**src/rtl/tx_fsm.sv**
```systemverilog
// ---------------------------------------------------------------------------
// tx_fsm -- transmit-side transport-layer framer (DoCE)
//
// Sits between the transaction layer and the router. Every packet accepted
// from the transaction layer is prefixed with one 16-byte MAC header beat.
// The payload beats are then forwarded untouched. A packet whose first-beat
// tuser[2] is set is consumed and silently discarded.
//
// Header beat layout (128 bits):
//   [127:116] zero, [115:112] tuser, [111:96] ETHERTYPE,
//   [95:48] destination MAC, [47:0] source MAC
//
// Ports
//   user_clk, reset_n              clock, asynchronous active-low reset
//   axi_str_*_from_trans           AXI-Stream slave from the transaction layer
//   axi_str_tready_to_trans        slave ready
//   tx_dst_mac_addr/tx_src_mac_addr MACs, sampled with the first beat
//   axi_str_*_to_router            AXI-Stream master towards the router
//   axi_str_tready_from_router     master ready
//   fsm_state_dbg                  current FSM state (IDLE=0 HEADER=1
//                                  PAYLOAD=2 DROP=3), for observation only
//   tx_pkt_cnt, tx_drop_cnt        statistics, present only with TX_STATS_EN
//
// Optional feature macro: TX_STATS_EN (adds packet / drop counters).
//
// Handshake: a beat transfers on a rising clock edge where valid and ready
// are both high. A source holds valid and its data stable until that edge.
// The router side inherits this from the transaction side during PAYLOAD and
// from the latched header registers during HEADER.
//
// DATA_WIDTH is in bytes; the header layout only fits DATA_WIDTH = 16.
// reset_n is expected to be released synchronously to user_clk by the
// surrounding reset logic.
// ---------------------------------------------------------------------------
module tx_fsm #(
    parameter int          DATA_WIDTH = 16,
    parameter logic [15:0] ETHERTYPE  = 16'h88B5
) (
    input  logic                      user_clk,
    input  logic                      reset_n,
    input  logic [DATA_WIDTH*8-1:0]   axi_str_tdata_from_trans,
    input  logic [DATA_WIDTH-1:0]     axi_str_tkeep_from_trans,
    input  logic                      axi_str_tvalid_from_trans,
    input  logic                      axi_str_tlast_from_trans,
    input  logic [3:0]                axi_str_tuser_from_trans,
    output logic                      axi_str_tready_to_trans,
    input  logic [47:0]               tx_dst_mac_addr,
    input  logic [47:0]               tx_src_mac_addr,
    output logic [DATA_WIDTH*8-1:0]   axi_str_tdata_to_router,
    output logic [DATA_WIDTH-1:0]     axi_str_tkeep_to_router,
    output logic                      axi_str_tvalid_to_router,
    output logic                      axi_str_tlast_to_router,
    input  logic                      axi_str_tready_from_router,
`ifdef TX_STATS_EN
    output logic [31:0]               tx_pkt_cnt,
    output logic [15:0]               tx_drop_cnt,
`endif
    output logic [1:0]                fsm_state_dbg
);

    typedef enum logic [1:0] {
        IDLE    = 2'd0,
        HEADER  = 2'd1,
        PAYLOAD = 2'd2,
        DROP    = 2'd3
    } state_e;

    state_e      state_q, state_d;
    logic [47:0] dst_q, src_q;
    logic [3:0]  tuser_q;

    // Beat accepted from the transaction side / towards the router.
    logic in_fire;
    logic out_fire;

    assign in_fire  = axi_str_tvalid_from_trans & axi_str_tready_to_trans;
    assign out_fire = axi_str_tvalid_to_router & axi_str_tready_from_router;

    assign fsm_state_dbg = state_q;

    // Next-state logic.
    always_comb begin
        state_d = state_q;
        case (state_q)
            IDLE: begin
                // First beat is only inspected here; it is consumed later
                // in PAYLOAD or DROP.
                if (axi_str_tvalid_from_trans) begin
                    state_d = axi_str_tuser_from_trans[2] ? DROP : HEADER;
                end
            end
            HEADER: begin
                if (axi_str_tready_from_router) begin
                    state_d = PAYLOAD;
                end
            end
            PAYLOAD: begin
                if (in_fire && axi_str_tlast_from_trans) begin
                    state_d = IDLE;
                end
            end
            DROP: begin
                if (in_fire && axi_str_tlast_from_trans) begin
                    state_d = IDLE;
                end
            end
            default: state_d = IDLE;
        endcase
    end

    // State register and per-packet header fields.
    always_ff @(posedge user_clk or negedge reset_n) begin
        if (!reset_n) begin
            state_q <= IDLE;
            dst_q   <= '0;
            src_q   <= '0;
            tuser_q <= '0;
        end else begin
            state_q <= state_d;
            // Sampled once per packet; later changes are ignored.
            if (state_q == IDLE && axi_str_tvalid_from_trans) begin
                dst_q   <= tx_dst_mac_addr;
                src_q   <= tx_src_mac_addr;
                tuser_q <= axi_str_tuser_from_trans;
            end
        end
    end

    // Output steering. Header content comes straight from the latched
    // registers, so it is stable for as long as the router stalls it.
    always_comb begin
        axi_str_tdata_to_router  = '0;
        axi_str_tkeep_to_router  = '0;
        axi_str_tvalid_to_router = 1'b0;
        axi_str_tlast_to_router  = 1'b0;
        axi_str_tready_to_trans  = 1'b0;
        case (state_q)
            HEADER: begin
                axi_str_tdata_to_router  = {12'd0, tuser_q, ETHERTYPE, dst_q, src_q};
                axi_str_tkeep_to_router  = '1;
                axi_str_tvalid_to_router = 1'b1;
            end
            PAYLOAD: begin
                axi_str_tdata_to_router  = axi_str_tdata_from_trans;
                axi_str_tkeep_to_router  = axi_str_tkeep_from_trans;
                axi_str_tvalid_to_router = axi_str_tvalid_from_trans;
                axi_str_tlast_to_router  = axi_str_tlast_from_trans;
                axi_str_tready_to_trans  = axi_str_tready_from_router;
            end
            DROP: begin
                axi_str_tready_to_trans  = 1'b1;
            end
            default: ;
        endcase
    end

`ifdef TX_STATS_EN
    // Header beats never carry tlast, so out_fire & tlast marks exactly one
    // event per forwarded packet. Both counters wrap naturally.
    always_ff @(posedge user_clk or negedge reset_n) begin
        if (!reset_n) begin
            tx_pkt_cnt  <= '0;
            tx_drop_cnt <= '0;
        end else begin
            if (out_fire && axi_str_tlast_to_router) begin
                tx_pkt_cnt <= tx_pkt_cnt + 32'd1;
            end
            if (state_q == DROP && in_fire && axi_str_tlast_from_trans) begin
                tx_drop_cnt <= tx_drop_cnt + 16'd1;
            end
        end
    end
`endif

endmodule

```
**config.mk**
```make
export PLATFORM = sky130hd
export DESIGN_NAME = tx_fsm
export DESIGN_NICKNAME = d
export VERILOG_FILES = /design/src/rtl/tx_fsm.sv
export SDC_FILE = /design/constraint.sdc
export NUM_CORES = 1
export LEC_CHECK = 0
export BUFFER_PORTS_ARGS = -buffer_cell sky130_fd_sc_hd__buf_2
export CORE_AREA = 2 2 155 157
export CTS_BUF_LIST = sky130_fd_sc_hd__clkbuf_8
export CTS_CLUSTER_SIZE = 30
export DETAILED_ROUTE_END_ITERATION = 8
export DIE_AREA = 0 0 157 159
export PLACE_DENSITY = 0.58
export SETUP_SLACK_MARGIN = 0.5
export SLEW_MARGIN = 20
export SYNTH_ARGS = -nofsm -noshare
export SYNTH_HDL_FRONTEND = slang
export SYNTH_SLANG_ARGS = --single-unit
```
**constraint.sdc**
```tcl
create_clock -name user_clk -period 1.8 [get_ports user_clk]
set_input_delay 0.36 -clock user_clk [delete_from_list [all_inputs] [get_ports user_clk]]
set_output_delay 0.36 -clock user_clk [all_outputs]
set_load 0.02 [all_outputs]
```
==> results of run 1 <==
worst max-delay path: cells and delay by family (launching register included):
family / cells / cell delay (ns)
AOI/OAI and AO/OA: 1 / 0.23
adders and majority gates: 1 / 0.18
buffers and inverters: 4 / 0.60
DFF: 1 / 0.45
and+or+nand+nor: 1 / 0.08
final cells by class:
cell class | instances | area share [%]
clock buffer | 9 | 1.063
sequential | 102 | 21.92
clock inverter | 7 | 0.6869
antenna | 4 | 0.08586
inverter | 4 | 0.1717
tap | 319 | 3.424
multi-input combinational | 390 | 38.90
timing repair buffer | 482 | 33.76
flip-flops by register name (all words and copies together), names as in the netlist:
| register | count |
|---|---|
| dst_q | 48 |
| src_q | 48 |
| tuser_q | 4 |
| fsm_state_dbg | 2 |
power by group through the flow:
stage / combinational, W / clock [W] / sequential (W)
5_1_grt: 0.0203 / 0.00170 / 0.00453
6_report: 0.0194 / 0.00151 / 0.00439
2_1_floorplan: 0.0105 / 0 / 0.00407
3_5_place_dp: 0.0135 / 0 / 0.00433
4_1_cts: 0.0161 / 0.00160 / 0.00436
3_3_place_gp: 0.0134 / 0 / 0.00436
placed cells by master, fill, tap and decap left out, types with 3 or more instances in the layout:
master | synthesis | layout
buf_16 | 0 | 5
buf_6 | 10 | 109
mux2_4 | 88 | 92
a21oi_1 | 25 | 18
clkbuf_8 | 0 | 9
nor2b_2 | 0 | 46
inv_1 | 4 | 3
and2_4 | 0 | 21
nand2_8 | 0 | 5
a21oi_2 | 1 | 7
buf_12 | 0 | 19
clkbuf_16 | 0 | 11
mux2_2 | 11 | 8
nor2b_4 | 0 | 78
ha_4 | 0 | 3
buf_2 | 23 | 278
a22oi_1 | 100 | 56
dfrtp_1 | 102 | 100
diode_2 | 0 | 4
a22oi_2 | 0 | 44
buf_4 | 1 | 52
buf_8 | 0 | 6
layer usage:
layer | routed length (um) | vias up
li1 | - | 2844
met1 | 10040 | 2926
met2 | 12630 | 248
met3 | 1467 | 27
met4 | 442 | 0
met5 | 0 | -
timing repair:
action	in CTS	in global routing
pin swaps	1	5
resized for setup	179	161
hold buffers	1	0
setup endpoints to repair	251	251
gates cloned	5	18
setup buffers	5	15
hold endpoints to repair	102	0
final timing paths:
check	slack (ns)	endpoint	cells after the start
min in group asynchronous	0.51	src_q[0]	3
min	0.20	dst_q[16]	2
max reg2reg	-0.09	fsm_state_dbg[0]	7
max in group asynchronous	0.97	src_q[37]	3
max	-0.48	axi_str_tdata_to_router[92]	7
min reg2reg	0.52	dst_q[8]	1
metrics by stage:
| step | TNS, ns | hold WS (ns) |
|---|---|---|
| after global routing | -73.38 | 0.1643 |
| after CTS | -63.08 | 0.1665 |
| after global placement | -0.3969 | 0.3744 |
| final | -59.55 | 0.1984 |
| after detailed placement | -1.926 | 0.3668 |
| after floorplan | 0 | 0.06441 |
kinds of logic (layout without fill, tap and decap cells):
group / after synthesis / in the layout
simple gates: 149 / 153
compound gates: 132 / 132
flops: 102 / 102
mux: 100 / 100
buf+inv: 58 / 502
fa+ha+maj: 5 / 5
other cells: 0 / 4
==> metrics, run 1 <==
multiplexer share of the synthesized area about a quarter; Clock Latency Late Sink 0.37 ns; post-route ant nets 0; complex-gate fraction of the synthesized area approximately 15%; Vias per Instance 4.590; total chip power between 0.02 and 0.03 W; post-route worst setup slack -0.4830 ns; Max Cap Violations 0; most used cell, CP buf_12; die width 157 um; violated checks negative setup slack; PwrDens 2171 mW/mm2; Hold Violations, Final 0; first-pass GRT wire length 32370 um; fill count 2041; die area 0.02496 mm2; nets 1243; Post-Route WL 24580 um; crit path max fanout 23; hpwl dp 15550 um; Inserted Clock Buffers 9; Slowest-stage cell, CP dfrtp_2; post-synthesis instance area 0.006252 mm2; P_int 0.01515 W; Yosys top cell area share 40.82%; RR Startpoint fsm_state_dbg[1]; CTS tree yes; grt ovf 0; outcome finished, violations left; Seq cells post-synth approximately 100; met2 GRT Util 28.23%; Tightest Pin Transition 0.5519 ns; CP Capture Type output port; Clk pwr share 6.0%; Synth cell types 22; Synth Area in XOR/XNOR 0%; final worst path period share 126.8%; gr busiest metal met2; Clock Tree Root clkbuf_8; Placement Cell Area about 0.0095 mm2; multi-input logic area 0.004534 mm2; Setup crit start kind register; GP Congestion 0.8100; top cells by area, synth dfrtp_1 (41%), mux2_4 (21%), nor2b_1 (13%); Max transition margin 63.20%; mean area per synthesized cell 11.45 um2; DP Cell Count approximately 1300; DRC viols 0; Core ar. 0.02319 mm2; # port buffers 397; largest net degree at the start of global routing 69; Clock Sink Count 102; Setup crit start fsm_state_dbg[1]; start point of the worst hold path tx_dst_mac_addr[16]; switching power 0.01017 W; dpl ws -0.09660 ns; fin crit period 2.283 ns; clk buf depth 2; Worst Clk Skew around 0.014 ns; sequential share of power 17.4%; P_leak 5.738 nW; critical path class register to output port; via count slightly above 6000; Ports just under 400; first drt pass iteration count 4; EDFF count, synth 0; Initial Util 26.96%; 1st-iter DRT viols 255; endpoints failing setup 148; Final Cell Area 0.01166 mm2; crit-path cells buf_12 -> ha_4 -> buf_12 -> buf_4 -> a22oi_1 -> nor2b_2 -> buf_6; met3 Usage GRT 3.811%; initial antenna violation count 5; largest family of logic cells by synthesized area multiplexers; min-delay worst type input pin to register; post-synthesis async set-or-reset flop share 100.0%; WP data required approximately 1.4 ns; Synth Area in Adders 1.001%; row count 56; Critical Path Max Stage Delay 0.45 ns; RSZ-0062 raised after global routing yes; Max Freq 438.0 MHz; met1 usage 20.78%; combinational share of power 76.7%; GRT Util Overall about 17%; # H-tree levels 3; Die Y between 150 and 200 um; wire length per cell 18.66 um; Worst VDD drop 0.9037 mV; Arr. time, crit path 1.92 ns; Yosys top cell by area dfrtp_1; Synth Instances 546; Storage cell area 0.002555 mm2; simple-gate share of the synthesized area ~15%; clk slew on worst S/H paths 0.11 ns; Final Util ~50%; Final Max Slew Viols 0; sequential area share after synthesis 40.82%; YS warnings 0; switching part of the total 40.16%; Post-synth top flop dfrtp_1; syn nets 800; Non-Filler Instances 1317; Area Growth Syn to Fin 86.45%; Commonest cells post-synth nor2b_1 (125), dfrtp_1 (102), a22oi_1 (100), mux2_4 (88), a21oi_1 (25); share of layout cells above drive strength 1 roughly four fifths; most frequent cell after synthesis nor2b_1; vias in the first global route slightly below 6000
No activity file was read; power rests on OpenSTA's default activity.
==> run 2, diff against run 1 <==
--- a/config.mk
+++ b/config.mk
@@ -5,13 +5,14 @@
 export SDC_FILE = /design/constraint.sdc
 export NUM_CORES = 1
 export LEC_CHECK = 0
+export ABC_AREA = 1
 export BUFFER_PORTS_ARGS = -buffer_cell sky130_fd_sc_hd__buf_2
 export CORE_AREA = 2 2 155 157
 export CTS_BUF_LIST = sky130_fd_sc_hd__clkbuf_8
 export CTS_CLUSTER_SIZE = 30
 export DETAILED_ROUTE_END_ITERATION = 8
 export DIE_AREA = 0 0 157 159
-export PLACE_DENSITY = 0.58
+export PLACE_DENSITY = 0.56
 export SETUP_SLACK_MARGIN = 0.5
 export SLEW_MARGIN = 20
 export SYNTH_ARGS = -nofsm -noshare
==> metrics, run 2 <==
outcome finished, violations left; violated checks negative hold slack, negative setup slack; DRC viols 0 (unchanged); initial antenna violation count 1 (-4); nets 1381 (+11%); mean area per synthesized cell 8.558 um2 (-25%); Clock Sink Count 102 (unchanged); Storage cell area 0.002555 mm2 (unchanged); CP Capture Type output port; Hold WS -0.02976 ns (-0.2282 ns); Die Y 159 um (unchanged); first drt pass iteration count 4 (unchanged); largest net degree at the start of global routing 103 (+49%); CTS tree yes; first-pass GRT wire length 37790 um (+17%); endpoints failing setup 147 (-0.68%); RSZ-0062 raised after global routing yes; Inserted Clock Buffers 9 (unchanged); wire length per cell 18.52 um (-0.73%); met2 wire length 13940 um (+10%); top cells by area, synth dfrtp_1 (44%), mux2_2 (19%), nand2_1 (17%); met3 wire len 1359 um (-7.4%); WP data required 1.44 ns (about the same); Max transition margin 57.10% (-6.1 points); share of layout cells above drive strength 1 72.26% (-8.9 points); GP Congestion 0.7871 (-2.8%); syn nets 934 (+17%); grt ovf 0 (unchanged); crit-path cells inv_4 -> ha_4 -> buf_12 -> buf_12 -> buf_16 -> nand2_4 -> a21oi_4 -> buf_6; Final Max Slew Viols 0 (unchanged); EDFF count, synth 0 (unchanged); Final Cell Area 0.01209 mm2 (+3.7%); Tightest Pin Transition 0.6435 ns (+0.09155 ns); clk slew on worst S/H paths 0.11 ns (about the same); # port buffers 397 (unchanged); YS warnings 0 (unchanged); via count 6594 (+9.1%); commonest non-fill, non-tap cell in the layout buf_2; Yosys top cell area share 43.86% (+3.0 points); Setup crit start kind register; Hold Violations, Final 9 (+9); clk buf depth 2 (unchanged); post-synthesis async set-or-reset flop share 100.0% (unchanged); # H-tree levels 3 (unchanged); most frequent cells in the layout buf_2 (269), nand2_1 (181), dfrtp_1 (100); sequential area share after synthesis 43.86% (+3.0 points); Post-Route WL 26900 um (+9.4%); GRT Util Overall 19.60% (+3.0 points); Worst Clk Skew 0.01629 ns (+0.002609 ns); Commonest cells post-synth nand2_1 (260), a21oi_1 (124), dfrtp_1 (102), mux2_2 (100), inv_1 (31); Core ar. 0.02319 mm2 (unchanged); Ports 398 (unchanged); Max Used Layer met4; wire length on met1 10730 um (+6.9%); multi-input logic area 0.004363 mm2 (-3.8%); Post-CTS Hold Buffers 0 (-1); Max Cap Violations 0 (unchanged); Critical Path Max Stage Delay 0.45 ns (about the same); die area 0.02496 mm2 (unchanged); critical path class register to output port; Post-synth top flop dfrtp_1; Clock Tree Root clkbuf_8; fill count 2107 (+3.2%); P_leak 5.584 nW (-2.7%); Area Growth Syn to Fin 107.8%; Worst VDD drop 1.127 mV (+25%); hpwl dp 15400 um (-0.96%); Max Freq 447.8 MHz (+2.2%); post-route worst setup slack -0.4333 ns (+0.04963 ns); post-synthesis instance area 0.005819 mm2 (-6.9%); fin crit period 2.233 ns (-0.04963 ns); Placement Cell Area 0.009294 mm2 (-2.3%); Largest regs dst_q (48), src_q (48), tuser_q (4); Seq cells post-synth 102 (unchanged); min-delay worst type input pin to async pin; TNS Setup -51.42 ns (+8.132 ns); vias in the first global route 6914 (+17%); Slowest-stage cell, CP dfrtp_2; most used cell, CP buf_12; Arr. time, crit path 1.87 ns (-0.05 ns); Initial Util 25.09% (-1.9 points); Synth Instances 680 (+25%); die width 157 um (unchanged); 1st-iter DRT viols 196 (-23%); Clock Latency Late Sink 0.37 ns (about the same); Vias per Instance 4.541 (-1.1%); post-route ant nets 0 (unchanged); PwrDens 2040 mW/mm2 (-6.1%); row count 56 (unchanged); most frequent cell after synthesis nand2_1; Synth cell types 14 (-36%); final worst path period share 124.1% (-2.8 points); Yosys top cell by area dfrtp_1; crit path max fanout 8 (-65%)
-- run 2: changes by cell type after synthesis, moves of 5 or more --
| cell | delta |
|---|---|
| clkbuf_1 | -12 |
| nor2b_1 | -125 |
| a21oi_1 | +99 |
| and2_1 | -22 |
| nand2_1 | +258 |
| inv_1 | +27 |
| buf_6 | -10 |
| mux2_4 | -88 |
| buf_2 | +5 |
| clkbuf_8 | +10 |
| a22oi_1 | -100 |
| mux2_2 | +89 |
| buf_1 | +6 |
-- run 2: timing repair --
action                     in CTS  in global routing
pin swaps                      25                 21
setup endpoints to repair     251                251
buffers inserted               21                  3
resized for setup             280                134
gates cloned                   25                 14
-- run 2: layout make-up --
class	instances	share of cell area, %
Multi-Input combinational cell	494	36.08
Tap cell	319	3.301
Antenna cell	1	0.02069
Timing Repair Buffer	486	36.12
Sequential cell	102	21.13
Clock inverter	6	0.5173
Timing Repair inverter	2	0.3828
Inverter	32	1.314
Clock buffer	10	1.138
-- run 2: worst paths after layout --
check	startpoint	cells after the start	end	slack, ns
hold reg to reg	src_q[0]	1	src_q[0]	0.51
max in group asynchronous	reset_n	2	tuser_q[0]	1.27
setup reg to reg	fsm_state_dbg[0]	11	fsm_state_dbg[1]	0.08
setup / recovery	fsm_state_dbg[0]	8	axi_str_tdata_to_router[85]	-0.43
min in group user_clk	tx_src_mac_addr[10]	2	src_q[10]	0.21
hold / removal	reset_n	2	dst_q[35]	-0.03
-- run 2: logic make-up after synthesis --
kind of cell               share of synthesized area [%]
and+or+nand+nor                                    17.14
AOI/OAI and AO/OA                                  10.84
muxes                                              19.35
buffers and inverters                              7.740
adders and majority gates                          1.075
DFF                                                43.86
-- run 2: worst max-delay path: cells and delay by family, from the launching register on --
family	cells	cell delay, ns
AOI/OAI and AO/OA	1	0.15
adders and majority gates	1	0.16
buffers and inverters	5	0.67
DFF	1	0.45
and+or+nand+nor	1	0.07
-- run 2: per-layer routing --
metal,track usage [%],vias up
li1,-,3118
met1,23.84,3190
met2,35.21,238
met3,2.749,48
met4,6.547,0
met5,0,-
-- run 2: stage by stage --
stage | instances | power (W) | worst slack (ns) | util [%]
6_report | 1452 | 0.02467 | -0.4333 | 52.14
5_1_grt | 1452 | 0.02595 | -0.4896 | 52.14
4_1_cts | 1434 | 0.02230 | -0.4121 | 48.52
3_5_place_dp | 1372 | 0.01625 | -0.008730 | 40.07
3_3_place_gp | 1372 | 0.01610 | 0.003404 | 40.07
2_1_floorplan | 680 | 0.01330 | 0.05397 | -
-- run 2: power breakdown --
| group | leakage [nW] | internal, W | switching, W | total, W |
|---|---|---|---|---|
| logic | 4.28 | 0.00927 | 0.00964 | 0.0189 |
| clock network | 0.105 | 0.000681 | 0.000841 | 0.00152 |
| registers | 1.20 | 0.00347 | 0.000760 | 0.00423 |
